==> config.mk <==
export PLATFORM = sky130hd
export DESIGN_NAME = axi_lite_req_arbiter_flat
export DESIGN_NICKNAME = d
export VERILOG_FILES = /design/src/rtl/axi_lite_req_arbiter_pkg.sv /design/src/rtl/axi_lite_req_arbiter_if.sv /design/src/rtl/axi_lite_req_arbiter_rr_pick.sv /design/src/rtl/axi_lite_req_arbiter.sv /design/src/flat_wrapper.sv
export SDC_FILE = /design/constraint.sdc
export NUM_CORES = 1
export LEC_CHECK = 0
export ABC_AREA = 1
export CAP_MARGIN = 0
export CORE_MARGIN = 10
export CORE_UTILIZATION = 40
export DETAILED_ROUTE_END_ITERATION = 8
export GPL_ROUTABILITY_DRIVEN = 0
export PLACE_DENSITY_LB_ADDON = 0.1
export SETUP_SLACK_MARGIN = 0.02
export SLEW_MARGIN = 20
export SYNTH_ARGS = -nofsm -noshare
export SYNTH_HDL_FRONTEND = slang
export SYNTH_SLANG_ARGS = --single-unit
==> constraint.sdc <==
create_clock -name ACLK -period 3.4 [get_ports ACLK]
set_input_delay 0.51 -clock ACLK [delete_from_list [all_inputs] [get_ports ACLK]]
set_output_delay 0.51 -clock ACLK [all_outputs]
set_load 0.01 [all_outputs]
==> src/rtl/axi_lite_req_arbiter_pkg.sv <==
// Shared types and width constants for the AXI4-Lite request arbiter.
// Used by the arbiter top, its winner picker and the bus interface.
package axi_lite_arb_pkg;

    typedef enum logic [2:0] {
        A_IDLE,
        A_WADDR,
        A_WRESP,
        A_RADDR,
        A_RDATA
    } arb_state_t;

    localparam int ARB_ADDR_W = 4;
    localparam int ARB_DATA_W = 32;

    function automatic int idx_w(int n);
        return (n > 1) ? $clog2(n) : 1;
    endfunction

endpackage

==> src/rtl/axi_lite_req_arbiter_if.sv <==
// AXI4-Lite channel bundle between the arbiter (master) and the slave.
interface axi_lite_req_arbiter_if #(
    parameter int ADDR_WIDTH = 4,
    parameter int DATA_WIDTH = 32
) ();
    logic [ADDR_WIDTH-1:0]   AWADDR;
    logic                    AWVALID;
    logic                    AWREADY;
    logic [DATA_WIDTH-1:0]   WDATA;
    logic [DATA_WIDTH/8-1:0] WSTRB;
    logic                    WVALID;
    logic                    WREADY;
    logic                    BVALID;
    logic                    BREADY;
    logic [ADDR_WIDTH-1:0]   ARADDR;
    logic                    ARVALID;
    logic                    ARREADY;
    logic [DATA_WIDTH-1:0]   RDATA;
    logic                    RVALID;
    logic                    RREADY;

    modport master (
        output AWADDR, AWVALID, input AWREADY,
        output WDATA, WSTRB, WVALID, input WREADY,
        input BVALID, output BREADY,
        output ARADDR, ARVALID, input ARREADY,
        input RDATA, RVALID, output RREADY
    );

    modport slave (
        input AWADDR, AWVALID, output AWREADY,
        input WDATA, WSTRB, WVALID, output WREADY,
        output BVALID, input BREADY,
        input ARADDR, ARVALID, output ARREADY,
        output RDATA, RVALID, input RREADY
    );
endinterface

==> src/rtl/axi_lite_req_arbiter_rr_pick.sv <==
// Combinational winner select: round-robin after 'last', or lowest index
// when ARB_FIXED_PRIO_EN is defined.
module axi_lite_rr_pick
    import axi_lite_arb_pkg::*;
#(
    parameter int NUM_REQ = 2,
    localparam int IW = idx_w(NUM_REQ)
) (
    input  logic [NUM_REQ-1:0] eligible,
    input  logic [IW-1:0]      last,
    output logic               any,
    output logic [IW-1:0]      idx,
    output logic [NUM_REQ-1:0] onehot
);

    always_comb begin
        any    = 1'b0;
        idx    = '0;
        onehot = '0;
`ifdef ARB_FIXED_PRIO_EN
        for (int i = NUM_REQ - 1; i >= 0; i--) begin
            if (eligible[i]) begin
                any = 1'b1;
                idx = IW'(i);
            end
        end
`else
        // Walk backwards so the first candidate after 'last' is written last.
        for (int k = NUM_REQ; k >= 1; k--) begin
            if (eligible[(int'(last) + k) % NUM_REQ]) begin
                any = 1'b1;
                idx = IW'((int'(last) + k) % NUM_REQ);
            end
        end
`endif
        if (any) onehot = NUM_REQ'(1) << idx;
    end

endmodule

==> src/rtl/axi_lite_req_arbiter.sv <==
// Shares one AXI4-Lite slave among NUM_REQ request/ack clients, one
// transaction at a time. ARB_FIXED_PRIO_EN selects fixed priority.
module axi_lite_req_arbiter
    import axi_lite_arb_pkg::*;
#(
    parameter int NUM_REQ    = 2,
    parameter int ADDR_WIDTH = ARB_ADDR_W,
    parameter int DATA_WIDTH = ARB_DATA_W
) (
    input  logic                              ACLK,
    input  logic                              ARESETn,
    input  logic [NUM_REQ-1:0]                REQ,
    input  logic [NUM_REQ-1:0]                REQ_WE,
    input  logic [NUM_REQ*ADDR_WIDTH-1:0]     REQ_ADDR,
    input  logic [NUM_REQ*DATA_WIDTH-1:0]     REQ_WDATA,
    input  logic [NUM_REQ*DATA_WIDTH/8-1:0]   REQ_WSTRB,
    output logic [NUM_REQ-1:0]                REQ_ACK,
    output logic [DATA_WIDTH-1:0]             REQ_RDATA,
    axi_lite_req_arbiter_if.master            axi
);

    localparam int SW = DATA_WIDTH / 8;
    localparam int IW = idx_w(NUM_REQ);

    arb_state_t            state_q, state_d;
    logic [IW-1:0]         ptr_q;
    logic [NUM_REQ-1:0]    gnt_q;
    logic [NUM_REQ-1:0]    ack_q;
    logic [ADDR_WIDTH-1:0] addr_q;
    logic [DATA_WIDTH-1:0] wdata_q;
    logic [SW-1:0]         wstrb_q;
    logic [DATA_WIDTH-1:0] rdata_q;
    logic                  aw_done_q, w_done_q;

    logic [NUM_REQ-1:0]    eligible;
    logic                  pick_any;
    logic [IW-1:0]         pick_idx;
    logic [NUM_REQ-1:0]    pick_oh;
    logic                  aw_hs, w_hs;

    // A requester being acked this cycle is not re-granted on the same edge.
    assign eligible = REQ & ~ack_q;

    axi_lite_rr_pick #(.NUM_REQ(NUM_REQ)) u_pick (
        .eligible (eligible),
        .last     (ptr_q),
        .any      (pick_any),
        .idx      (pick_idx),
        .onehot   (pick_oh)
    );

    assign aw_hs = axi.AWVALID & axi.AWREADY;
    assign w_hs  = axi.WVALID & axi.WREADY;

    always_ff @(posedge ACLK) begin
        if (!ARESETn) state_q <= A_IDLE;
        else          state_q <= state_d;
    end

    always_comb begin
        state_d = state_q;
        unique case (state_q)
            A_IDLE:
                if (pick_any)
                    state_d = REQ_WE[pick_idx] ? A_WADDR : A_RADDR;
            A_WADDR:
                if ((aw_done_q | aw_hs) && (w_done_q | w_hs))
                    state_d = A_WRESP;
            A_WRESP:
                if (axi.BVALID) state_d = A_IDLE;
            A_RADDR:
                if (axi.ARREADY) state_d = A_RDATA;
            A_RDATA:
                if (axi.RVALID) state_d = A_IDLE;
            default:
                state_d = A_IDLE;
        endcase
    end

    always_comb begin
        axi.AWVALID = (state_q == A_WADDR) && !aw_done_q;
        axi.WVALID  = (state_q == A_WADDR) && !w_done_q;
        axi.BREADY  = (state_q == A_WRESP);
        axi.ARVALID = (state_q == A_RADDR);
        axi.RREADY  = (state_q == A_RDATA);
    end

    assign axi.AWADDR = addr_q;
    assign axi.ARADDR = addr_q;
    assign axi.WDATA  = wdata_q;
    assign axi.WSTRB  = wstrb_q;
    assign REQ_ACK    = ack_q;
    assign REQ_RDATA  = rdata_q;

    always_ff @(posedge ACLK) begin
        if (!ARESETn) begin
            ptr_q     <= IW'(NUM_REQ - 1);
            gnt_q     <= '0;
            ack_q     <= '0;
            addr_q    <= '0;
            wdata_q   <= '0;
            wstrb_q   <= '0;
            rdata_q   <= '0;
            aw_done_q <= 1'b0;
            w_done_q  <= 1'b0;
        end else begin
            ack_q <= '0;
            unique case (state_q)
                A_IDLE:
                    if (pick_any) begin
                        addr_q  <= REQ_ADDR[pick_idx*ADDR_WIDTH +: ADDR_WIDTH];
                        wdata_q <= REQ_WDATA[pick_idx*DATA_WIDTH +: DATA_WIDTH];
                        wstrb_q <= REQ_WSTRB[pick_idx*SW +: SW];
                        gnt_q   <= pick_oh;
                        ptr_q   <= pick_idx;
                    end
                A_WADDR: begin
                    if (aw_hs) aw_done_q <= 1'b1;
                    if (w_hs)  w_done_q  <= 1'b1;
                end
                A_WRESP: begin
                    aw_done_q <= 1'b0;
                    w_done_q  <= 1'b0;
                    if (axi.BVALID) ack_q <= gnt_q;
                end
                A_RDATA:
                    if (axi.RVALID) begin
                        ack_q   <= gnt_q;
                        rdata_q <= axi.RDATA;
                    end
                default: ;
            endcase
        end
    end

endmodule

==> src/flat_wrapper.sv <==
// flat-port wrapper written by rule: the top's interface ports become plain ports
module axi_lite_req_arbiter_flat import axi_lite_arb_pkg::*;
#(
    parameter int NUM_REQ    = 2,
    parameter int ADDR_WIDTH = ARB_ADDR_W,
    parameter int DATA_WIDTH = ARB_DATA_W
)
  (ACLK, ARESETn, REQ, REQ_WE, REQ_ADDR, REQ_WDATA, REQ_WSTRB, REQ_ACK, REQ_RDATA, axi_AWADDR, axi_AWVALID, axi_AWREADY, axi_WDATA, axi_WSTRB, axi_WVALID, axi_WREADY, axi_BVALID, axi_BREADY, axi_ARADDR, axi_ARVALID, axi_ARREADY, axi_RDATA, axi_RVALID, axi_RREADY);
  axi_lite_req_arbiter_if #(.ADDR_WIDTH(ADDR_WIDTH), .DATA_WIDTH(DATA_WIDTH)) axi_i ();
  input  logic ACLK;
  input  logic ARESETn;
  input  logic [NUM_REQ-1:0] REQ;
  input  logic [NUM_REQ-1:0] REQ_WE;
  input  logic [NUM_REQ*ADDR_WIDTH-1:0] REQ_ADDR;
  input  logic [NUM_REQ*DATA_WIDTH-1:0] REQ_WDATA;
  input  logic [NUM_REQ*DATA_WIDTH/8-1:0] REQ_WSTRB;
  output logic [NUM_REQ-1:0] REQ_ACK;
  output logic [DATA_WIDTH-1:0] REQ_RDATA;
  output wire logic [$bits(axi_i.AWADDR)-1:0] axi_AWADDR;
  output wire logic [$bits(axi_i.AWVALID)-1:0] axi_AWVALID;
  input wire logic [$bits(axi_i.AWREADY)-1:0] axi_AWREADY;
  output wire logic [$bits(axi_i.WDATA)-1:0] axi_WDATA;
  output wire logic [$bits(axi_i.WSTRB)-1:0] axi_WSTRB;
  output wire logic [$bits(axi_i.WVALID)-1:0] axi_WVALID;
  input wire logic [$bits(axi_i.WREADY)-1:0] axi_WREADY;
  input wire logic [$bits(axi_i.BVALID)-1:0] axi_BVALID;
  output wire logic [$bits(axi_i.BREADY)-1:0] axi_BREADY;
  output wire logic [$bits(axi_i.ARADDR)-1:0] axi_ARADDR;
  output wire logic [$bits(axi_i.ARVALID)-1:0] axi_ARVALID;
  input wire logic [$bits(axi_i.ARREADY)-1:0] axi_ARREADY;
  input wire logic [$bits(axi_i.RDATA)-1:0] axi_RDATA;
  input wire logic [$bits(axi_i.RVALID)-1:0] axi_RVALID;
  output wire logic [$bits(axi_i.RREADY)-1:0] axi_RREADY;
  assign axi_AWADDR = axi_i.AWADDR;
  assign axi_AWVALID = axi_i.AWVALID;
  assign axi_i.AWREADY = axi_AWREADY;
  assign axi_WDATA = axi_i.WDATA;
  assign axi_WSTRB = axi_i.WSTRB;
  assign axi_WVALID = axi_i.WVALID;
  assign axi_i.WREADY = axi_WREADY;
  assign axi_i.BVALID = axi_BVALID;
  assign axi_BREADY = axi_i.BREADY;
  assign axi_ARADDR = axi_i.ARADDR;
  assign axi_ARVALID = axi_i.ARVALID;
  assign axi_i.ARREADY = axi_ARREADY;
  assign axi_i.RDATA = axi_RDATA;
  assign axi_i.RVALID = axi_RVALID;
  assign axi_RREADY = axi_i.RREADY;
  axi_lite_req_arbiter #(.NUM_REQ(NUM_REQ), .ADDR_WIDTH(ADDR_WIDTH), .DATA_WIDTH(DATA_WIDTH)) u_core (.ACLK(ACLK), .ARESETn(ARESETn), .REQ(REQ), .REQ_WE(REQ_WE), .REQ_ADDR(REQ_ADDR), .REQ_WDATA(REQ_WDATA), .REQ_WSTRB(REQ_WSTRB), .REQ_ACK(REQ_ACK), .REQ_RDATA(REQ_RDATA), .axi(axi_i));
endmodule
* After elaboration in Yosys (flattened, before gate mapping)
Index checks and enable logic that the tools add are counted.
Storage, ports and cells: input port bits 123, memory bits (read-only) 0, output and inout bits 83, bits in latches 0, memories 0, logic and storage cells 76, memory bits (writable) 0, bits in registers 82
Cells by class: reduce and logical (&&, ||, !) cells 12, shift-type cells 4, $mul 0, bitwise gates (word level) 8, eq/ne operators 11, add/sub/neg operators 2, $lt $le $gt $ge 3, multiplexer cells 26, divide/modulo/power cells 0
Operators by type and width (number):
- 64-bit by 7-bit indexed part select with 32-bit output | 1
- 8-bit by 4-bit indexed part select with 4-bit output | 2
- 3-bit two-way mux | 5
- 3-bit case mux with 5 select lines | 1
- 1-bit two-way mux | 14
- 2-bit by 1-bit inequality test with 1-bit output (second input constant) | 5
- 2-bit AND reduction | 4
- 3-bit by 2-bit equality test with 1-bit output (second input constant) | 2
- 2-bit by 3-bit less-than comparator with 1-bit output (second input constant) | 2
- 2-bit two-way mux | 3
- 5-bit AND reduction | 1
- 2-bit inequality test (second input constant) | 2
- 1-bit case mux with 2 select lines | 2
- 2-bit case mux with 2 select lines | 1
- 3-bit by 1-bit equality test with 1-bit output (second input constant) | 1
- 3-bit equality test (second input constant) | 1
- 1-bit logical AND | 3
- 3-bit logical NOT | 1
- 1-bit adder (second input constant) | 2
- 1-bit bitwise AND | 2
- 1-bit bitwise AND (first input constant) | 2
- 2-bit bitwise AND | 1
- 1-bit logical NOT | 2
- 1-bit by 2-bit less-than comparator with 1-bit output (second input constant) | 1
- other kinds (4) | 5

* Depth between registers and ports, before layout
depth in word-level cells 12, depth in mapped cells 9

* Hierarchy
Synthesis repeated with hierarchy kept, for this count alone.
Unflattened totals: cell total of the unflattened synthesis 414, area, all modules 3449.6 µm²
By module, submodules not included:
- axi_lite_req_arbiter | area each 3419.5 µm², sequential area each 1641.6 µm², times used 1, cells an instance 407
- axi_lite_rr_pick | area each 30.0 µm², sequential area each 0.0 µm², times used 1, cells an instance 7

* Worst setup path after synthesis
OpenSTA, ideal clock, no wires.
kind reg2out, start register u_core.state_q[0], end output axi_RREADY, path slack 2.041 ns, data required time 2.890 ns, arrival 0.849 ns, cell stages (with the launch flop) 5, path buffers 1, cell sequence dfxtp_1 -> nor2_1 -> nand2_1 -> inv_2 -> buf_2
On the way: cells in the longest elaborated chain, start to end 1
RTL lines:
- start: declaration | line axi_lite_req_arbiter.sv:25 | arb_state_t state_q, state_d;
- start signal: assignment | line axi_lite_req_arbiter.sv:57 | else state_q <= state_d;
- 3-bit equality test | line axi_lite_req_arbiter.sv:85 | axi.RREADY = (state_q == A_RDATA);
- end: declaration | line flat_wrapper.sv:33 | output wire logic [$bits(axi_i.RREADY)-1:0] axi_RREADY;
No other way between the ends.

* Worst setup path in the final report
Same ends and word-level chain as after synthesis.

==> qor.txt <==
Status - finished, final reports clean
Clock Skew - 0.0109 ns
Die extent in x - 111 um
Die Height - 111 um
Insertion delay to the later sink of the worst-skew pair - 0.34 ns
Antenna cells - 0
Slew Viols, Final - 0
CTS HTree Levels - 3
Post-synthesis mux area share - 0%
Setup Buffers After CTS - 0
Vias - 3,605
Iteration count of the initial detailed-routing pass - 4
Hpwl dp - 8930 um
Busiest grt layer - met2
Total grt overflow - 0
# IOs - 206
Iteration-0 DRC Markers - 196
Leakage power - 2.00 nW
Pwr Density - 568 nW/um^2
Met1 Usage GRT - 20.7%
Sw Ratio - 33.5%
Crit path launch type - register
CP endpoint kind - primary output
Detail Route Antenna Nets - 0
# DRC - 0
Worst Path Max Fanout - 35
Initial Util - 40.5%
Area Overhead vs Synth - 69.0%
Total Routing Usage GR - 18.4%
Largest net degree at the start of global routing - 51
Worst-Margin Slew - 0.549 ns
Register bit total from synthesis - 82
Critical path class - register to primary output
Met2 Use GR - 30.7%
Combinational group share of total power - 36.7%
First-pass GRT wire length - 19,100 um
Worst ir drop on vdd - 0.000275 V
Synth Area in Simple Gates - 28.6%
Unrepaired setup endpoints after global routing - false
Met3 GRT Util - 8.55%
Largest family of logic cells by synthesized area - simple AND/OR/NAND/NOR gates
Share of total power in the clock network - 25.0%
Fmax - 387 MHz
CTS root buf - clkbuf_8
Total core area - 8130 um^2
Setup TNS - 0 ns
Hold_buf cts - 0
WP data required - 2.89 ns
Sequential power share - 38.3%
Mapped Cells - 447
CTS Sinks - 82
Mapped Avg Cell Area - 7.38 um^2
Vias in the first global route - 3,615
Max-cap violations - 0
Share of cells above drive strength 1 - 4.38%
Final Hold Vio Count - 0
Most frequent cells in the layout - clkdlybuf4s50_1, nand2_1, dfxtp_1, nand3_1, a31oi_1
Compound-gate portion of the synthesized area - 14.0%
CTS max path bufs - 2
CTS buffer count - 9
Synthesized area - 3300 um^2
Routed WL - 11,900 um
Seq/Total Area, Yosys - 49.8%
Synth unique cells - 19
Initial antenna violation count - 0
Most common cell after layout, fill and taps aside - clkdlybuf4s50_1
Mapped Nets - 570
Relative slew slack - 63.3%
Synth Area in XOR/XNOR - 0%
Adder-Cell Fraction of Synth Area - 0%
Die area - 12,300 um^2
DP Area - 5350 um^2
Vias per cell - 4.85
WL/cell - 16.0 um
Std cell rows - 33
Internal - 0.00211 W
P_sw - 0.00106 W
TritonCTS clock tree - done
Port Buffers - 205
Endpoints failing setup - 0
Final worst path period share - 75.9%
Type of the tightest min-delay check - register to register
Nets@finish - 757
Min Tclk post-route - 2.58 ns
CP Data Arrival Time - 2.07 ns
Synth Warn # - 0
# resized after CTS - 0
Final Cell Area - 5580 um^2
Clk pin slew, worst setup/hold paths - 0.09 ns
==> critical path, stage by stage, from the launching register on <==
cell and delay, ns:
dfxtp_1 0.38, nor2_1 0.16, nand2_1 0.11, inv_2 0.42, clkdlybuf4s50_1 0.65
==> flip-flops by register name, indices dropped and copies added (netlist names) <==
| register | count |
|---|---|
| u_core.REQ_ACK | 2 |
| u_core.aw_done_q | 1 |
| u_core.axi.WDATA | 32 |
| u_core.axi.WSTRB | 4 |
| u_core.ptr_q | 1 |
| u_core.state_q | 3 |
| u_core.axi.ARADDR | 4 |
| u_core.w_done_q | 1 |
| u_core.gnt_q | 2 |
| u_core.REQ_RDATA | 32 |
==> synthesized netlist by cell type <==
cell type / number / area [um^2]
inv_2: 3 / 11.3
inv_1: 15 / 56.3
nor2_2: 1 / 6.26
a21oi_1: 38 / 190
nor2_1: 9 / 33.8
buf_4: 12 / 90.1
buf_2: 9 / 45.0
nand2_4: 1 / 11.3
clkbuf_1: 13 / 48.8
o21ai_0: 3 / 15.0
or2_2: 1 / 6.26
a31oi_1: 40 / 250
nor3_1: 1 / 5.00
nor4_1: 1 / 6.26
nand2_1: 175 / 657
nor2_4: 1 / 11.3
nand3_1: 41 / 205
dfxtp_1: 82 / 1640
a211oi_1: 1 / 7.51
==> layout make-up <==
class / instances / area, um^2
well taps: 105 / 131
repair buffers: 210 / 2100
clock buffers: 10 / 138
inverters: 18 / 67.6
flip-flops and latches: 82 / 1640
fillers: 689 / 2560
multi-input cells: 313 / 1410
clock inverters: 6 / 90.1
==> logic make-up after synthesis <==
family / Yosys count
AND/OR/NAND/NOR: 231
buffers and inverters: 52
AO/OA/AOI/OAI: 82
flip-flops: 82
==> per-layer routing <==
metal	routed length (um)	up-vias
li1	-	1849
met1	4780	1616
met2	5880	132
met3	1120	8
met4	111	0
met5	0	-
==> worst paths after layout <==
check / from / to / slack (ns) / cells after the start
worst min register to register: u_core.gnt_q[1]$_SDFFE_PN0P_ / u_core.REQ_ACK[1]$_SDFF_PN0_ / 0.45 / 2
worst max-delay path: u_core.state_q[0]$_SDFFE_PN0P_ / axi_RREADY / 0.82 / 4
worst min-delay path: u_core.gnt_q[1]$_SDFFE_PN0P_ / u_core.REQ_ACK[1]$_SDFF_PN0_ / 0.45 / 2
worst max register to register: u_core.state_q[0]$_SDFFE_PN0P_ / u_core.axi.WDATA[9]$_SDFFE_PN0P_ / 1.28 / 8
==> through the flow <==
stage | hold WS, ns | cells | total power (W) | setup WS (ns) | util [%]
after floorplan | 0.420 | 447 | 0.00185 | 2.04 | -
after global placement | 0.432 | 728 | 0.00238 | 0.858 | 65.7
after detailed placement | 0.435 | 728 | 0.00240 | 0.794 | 65.7
after CTS | 0.447 | 744 | 0.00320 | 0.782 | 68.5
after global routing | 0.474 | 744 | 0.00337 | 0.633 | 68.5
final | 0.445 | 744 | 0.00317 | 0.818 | 68.5
==> power by group through the flow <==
stage / sequential, W / clock (W) / combinational (W)
after floorplan: 0.00128 / 0 / 0.000565
after global placement: 0.00123 / 0 / 0.00116
after detailed placement: 0.00123 / 0 / 0.00117
after CTS: 0.00121 / 0.000809 / 0.00117
after global routing: 0.00123 / 0.000855 / 0.00128
final: 0.00121 / 0.000792 / 0.00116
Power figures use the tool's default switching activity.
==> edit 1, RTL diff (same settings) <==
The package constant `ARB_ADDR_W` goes from 4 to 2.
--- a/src/rtl/axi_lite_req_arbiter_pkg.sv
+++ b/src/rtl/axi_lite_req_arbiter_pkg.sv
@@ -10,7 +10,7 @@
         A_RDATA
     } arb_state_t;
 
-    localparam int ARB_ADDR_W = 4;
+    localparam int ARB_ADDR_W = 2;
     localparam int ARB_DATA_W = 32;
 
     function automatic int idx_w(int n);
Interface: changed (resized REQ_ADDR, axi_ARADDR and axi_AWADDR); port bits go from 206 to 198. No check against the original RTL was run, so the function may have changed too.
==> edit 1 against the original RTL <==
- worst setup slack improved by 0.12 ns
- register-to-register slack improved by 0.38 ns
- sequential cell count decreased by 2
- clock skew decreased by 0.0014 ns
- critical path depth decreased by 1
- power decreased by 1.6%
- routed wire length decreased by 3.4%
- area after synthesis decreased by 0.99%
- design area decreased by 2.2%
- critical endpoint unchanged
==> edit 1: results (changes against the original RTL) <==
** Pwr
- The worst IR drop on VDD came to 0.3017 mV (+9.6%).
- Static leakage :: 0.001963 uW (-1.7%)

** Yosys
- The mean area per synthesized cell came to 7.490 um^2 (+1.5%).
- The most used flip-flop cell after synthesis is dfxtp_1.
- In the post-synthesis netlist, the biggest area contributors are dfxtp_1 49%, nand2_1 19%, a31oi_1 7.1%.
- The count of synthesis-stage warnings from yosys came to 0 (unchanged).
- The commonest cells after synthesis are 162 x nand2_1, 80 x dfxtp_1, 40 x nand3_1.
- The part of the Yosys area used for sequential elements came to 49.04% (-0.73 points).
- Number of distinct library cells after synthesis :: 23 (+4)
- The xor/xnor share of the synthesized area was 0% (unchanged).
- The area fraction in compound gates after synthesis is 13.68% (-0.36 points).
- Net count after synthesis :: 555 (-2.6%)
- Synth Area in Adders :: 0% (unchanged)

** Final layout
- Fill cell total of the finished layout :: 653 (-5.2%)
- The fraction of final layout cells sized beyond drive strength 1 is 6.571% (+2.2 points).
- The post-layout instance count excluding filler cells came to 726 (-2.4%).
- The final-stage net count is 738 (-2.5%).

** CTS
- The H-tree level count was 3 (unchanged).
- CTS max path bufs :: 2 (unchanged)
- # resized after CTS :: 0 (unchanged)
- Postcts setup bufs :: 0 (unchanged)
- The tree is rooted in a clkbuf_8.
- The clock transition at the registers of the reported paths came to 0.09 ns (about the same).
- The total CTS buffers came to 9 (unchanged).

** Place
- The port buffer count was 197 (-3.9%).
- Inst Count DP :: 710 (-2.5%)
- The cell area after placement is 5248 um^2 (-1.9%).
- The half-perimeter wire length of the detailed placement result was 8827 um (-1.2%).
- Placement Setup Slack :: 1.100 ns (+0.3063 ns)

** GRT
- Total global-route track usage :: 17.91% (-0.48 points)
- Number of global-route vias before repair :: 3,543 (-2.0%)
- The maximum number of pins on one net before global-route repair is 43 (-16%).
- The first-pass GRT wire length came to 17,490 um (-8.3%).

** Timing
- Clock Skews :: 0.009554 ns (-0.001368 ns)
- Remaining max-slew budget at the tightest pin :: 63.58% (+0.24 points)

** Worst hold path
- Class of the tightest hold or removal check :: reg2reg

** Status
- Result of the run :: finished, final reports clean

** Setup path
- The biggest fanout along the worst timing path was 35 (unchanged).
- On the critical path, the stage with the largest delay is an instance of clkdlybuf4s50_1.
- Arr. time, crit path :: 1.95 ns (-0.12 ns)
- The kind of cell with the highest combined delay along the critical path is buffers and inverters.
- The peak per-stage delay on the critical path is 0.61 ns (-0.04 ns).

** Routing
- Routed length per placed instance :: 15.82 um (-1.0%)
- Drt pass-1 iters :: 4 (unchanged)
- Post-DR vias/cell :: 4.857 (+0.23%)
- The count of routing violations after the opening detailed-route iteration is 131 (-33%).
==> edit 1: cell count changes after synthesis, sizes merged <==
cell | unedited run | this run
a31oi | 40 | 38
buf | 21 | 18
or2 | 1 | 0
inv | 18 | 17
nor2 | 11 | 13
nand2 | 176 | 171
clkbuf | 13 | 15
nor3 | 1 | 2
o21ai | 3 | 1
dfxtp | 82 | 80
==> edit 1: path summary, 6_finish.rpt <==
check,end,slack (ns),depth (start not counted),startpoint
worst max-delay path,axi_RREADY,0.94,3,u_core.state_q[0]
worst min register to register,u_core.REQ_ACK[1],0.45,2,u_core.gnt_q[1]
worst max register to register,u_core.axi.WDATA[15],1.66,6,u_core.state_q[0]
worst min-delay path,u_core.REQ_ACK[1],0.45,2,u_core.gnt_q[1]
==> edit 1: metal layers <==
| layer | vias to the layer above | track usage, % | wire (um) |
|---|---|---|---|
| li1 | 1799 | - | - |
| met1 | 1577 | 20.37 | 4564 |
| met2 | 144 | 29.67 | 5561 |
| met3 | 6 | 7.429 | 1239 |
| met4 | 0 | 6.239 | 119 |
| met5 | - | 0 | 0 |
==> edit 1: logic make-up after synthesis <==
group,Yosys count
buffers and inverters,50
AOI/OAI and AO/OA,78
DFF,80
and+or+nand+nor,228
==> edit 1: final cells by class <==
type / instances / area (um^2) / area share (%)
tap: 102 / 127.6 / 2.341
clock inverter: 6 / 67.56 / 1.239
clock buffer: 10 / 137.6 / 2.524
timing repair buffer: 205 / 2032 / 37.26
sequential: 80 / 1602 / 29.37
inverter: 17 / 63.81 / 1.170
multi-input combinational: 306 / 1423 / 26.09
==> edit 1: report_power, final <==
part           switching, uW  internal [uW]  total [uW]
Clock                    349            362         711
Sequential               108           1100        1210
Combinational            626            573        1200
Total                   1080           2030        3120
==> edit 2, RTL diff (same flow settings) <==
Without the edit above. Encoding of `arb_state_t`: now one-hot (5 bits for 5 states).
--- a/src/rtl/axi_lite_req_arbiter_pkg.sv
+++ b/src/rtl/axi_lite_req_arbiter_pkg.sv
@@ -2,12 +2,12 @@
 // Used by the arbiter top, its winner picker and the bus interface.
 package axi_lite_arb_pkg;
 
-    typedef enum logic [2:0] {
-        A_IDLE,
-        A_WADDR,
-        A_WRESP,
-        A_RADDR,
-        A_RDATA
+    typedef enum logic [4:0] {
+        A_IDLE  = 5'b00001,
+        A_WADDR = 5'b00010,
+        A_WRESP = 5'b00100,
+        A_RADDR = 5'b01000,
+        A_RDATA = 5'b10000
     } arb_state_t;
 
     localparam int ARB_ADDR_W = 4;
Function: same outputs for any inputs over 4 cycles, from zero or initial values and one cycle with ARESETn low; so few cycles prove little.
==> edit 2 against the original RTL <==
- routed wire length grew 6.6%
- design area increased by 3.3%
- power rose by 14%
- largest cell class unchanged
- worst setup slack improved by 0.28 ns
- sequential share of layout area down 0.24 points
- sequential cell count is 2 higher
- via count is 4.5% higher
- area after synthesis increased by 7.9%
==> edit 2: results (changes against the original RTL) <==
** Status
- The flow ran to the end, and the final reports show no timing, DRC or antenna violations.

** Setup path
- The biggest fanout along the worst timing path was 5 (-86%).
- Arr. time, crit path :: 1.80 ns (-0.27 ns)

** GRT
- The global-route total usage across every layer is 18.57% (+0.17 points).
- The first-pass GRT wire length was 19,600 um (+2.7%).
- The maximum number of pins on one net before global-route repair came to 78 (+53%).
- Number of global-route vias before repair :: 3,758 (+4.0%)

** CTS
- Postcts setup bufs :: 0 (unchanged)
- In this run the clock root is driven by a clkbuf_8.
- The total CTS buffers was 9 (unchanged).

** Place
- Post-detailed-placement half-perimeter wirelength :: 9627 um (+7.8%)
- The port buffer count is 205 (unchanged).
- The cell area after placement came to 5585 um^2 (+4.4%).
- Placement Setup Slack :: 1.098 ns (+0.3043 ns)

** Pwr
- Static leakage :: 0.002308 uW (+16%)
- The worst IR drop on VDD was 0.3017 mV (+9.6%).

** Routing
- Post-DR vias/cell :: 4.810 (-0.74%)
- Drt pass-1 iters :: 4 (unchanged)
- Detailed router's first-iteration violation count :: 226 (+15%)
- Final wirelength :: 12,680 um (+6.6%)

** Yosys
- The part of the Yosys area used for sequential elements was 47.27% (-2.5 points).
- Most used DFF post-synth :: dfxtp_1
- The unique cell type count in the Yosys netlist is 22 (+3).
- Counting instances in the post-synthesis netlist gives the leading cell types as 86 x nand3_1, 84 x dfxtp_1, 84 x nand2_1.
- Cells taking the most area after synthesis :: dfxtp_1 47%, nand3_1 12%, nand2_1 8.9%
- Net count after synthesis :: 601 (+5.4%)

** Final layout
- The final-stage net count is 792 (+4.6%).
- Share of cells above drive strength 1 :: 9.050% (+4.7 points)
- The count of fill cells added during filler insertion is 779 (+13%).
- The area taken by flip-flops and latches was 1682 um^2 (+2.4%).

** Timing
- Slew at the pin with the worst max-slew slack :: 0.8186 ns (+0.2695 ns)
- The worst setup skew after layout came to 0.01477 ns (+0.003849 ns).
-- edit 2: cells by family after synthesis --
family	count (synthesis)	synth area share, %
compound gates	45	6.472
simple gates	291	38.06
flops	84	47.27
buf+inv	58	8.196
-- edit 2: worst paths after layout --
check,slack (ns),startpoint,end,depth (start not counted)
setup reg to reg,1.52,u_core.state_q[2],u_core.axi.ARADDR[3],9
setup / recovery,1.09,u_core.state_q[2],axi_AWVALID,4
hold reg to reg,0.45,u_core.gnt_q[0],u_core.REQ_ACK[0],2
hold / removal,0.45,u_core.gnt_q[0],u_core.REQ_ACK[0],2
-- edit 2: cell type report --
| type | instances | share of cell area, % |
|---|---|---|
| clock buffers | 12 | 2.521 |
| flip-flops and latches | 84 | 29.20 |
| clock inverters | 4 | 0.4346 |
| diodes | 1 | 0.04346 |
| inverters | 30 | 1.999 |
| multi-input cells | 336 | 27.51 |
| well taps | 108 | 2.347 |
| repair buffers | 208 | 35.94 |
-- edit 2: power by group --
part | leakage, uW | switching [uW] | internal [uW]
combinational | 0.00154 | 808 | 768
sequential | 0.000685 | 153 | 1250
clock | 0.0000824 | 351 | 284
-- edit 2: metrics by stage --
step,total power [uW],hold slack [ns],std cells
3_3_place_gp,2979,0.4467,766
3_5_place_dp,3009,0.4451,766
6_report,3611,0.4541,783
5_1_grt,3859,0.4778,782
2_1_floorplan,2240,0.4177,478
4_1_cts,3649,0.4560,782
-- edit 2: worst max-delay path, cell delays in order (launching register included) --
cell	delay, ns
dfxtp_1	0.36
nor2_4	0.18
nand3_1	0.19
nor2_1	0.16
clkdlybuf4s50_1	0.56
-- edit 2: routing by layer --
metal	up-vias	share of wire, %	global-route usage (%)
met3	9	10	7.652
li1	1914	-	-
met2	132	51	32.42
met1	1711	39	20.41
met5	-	0	0
met4	0	0.73	4.511
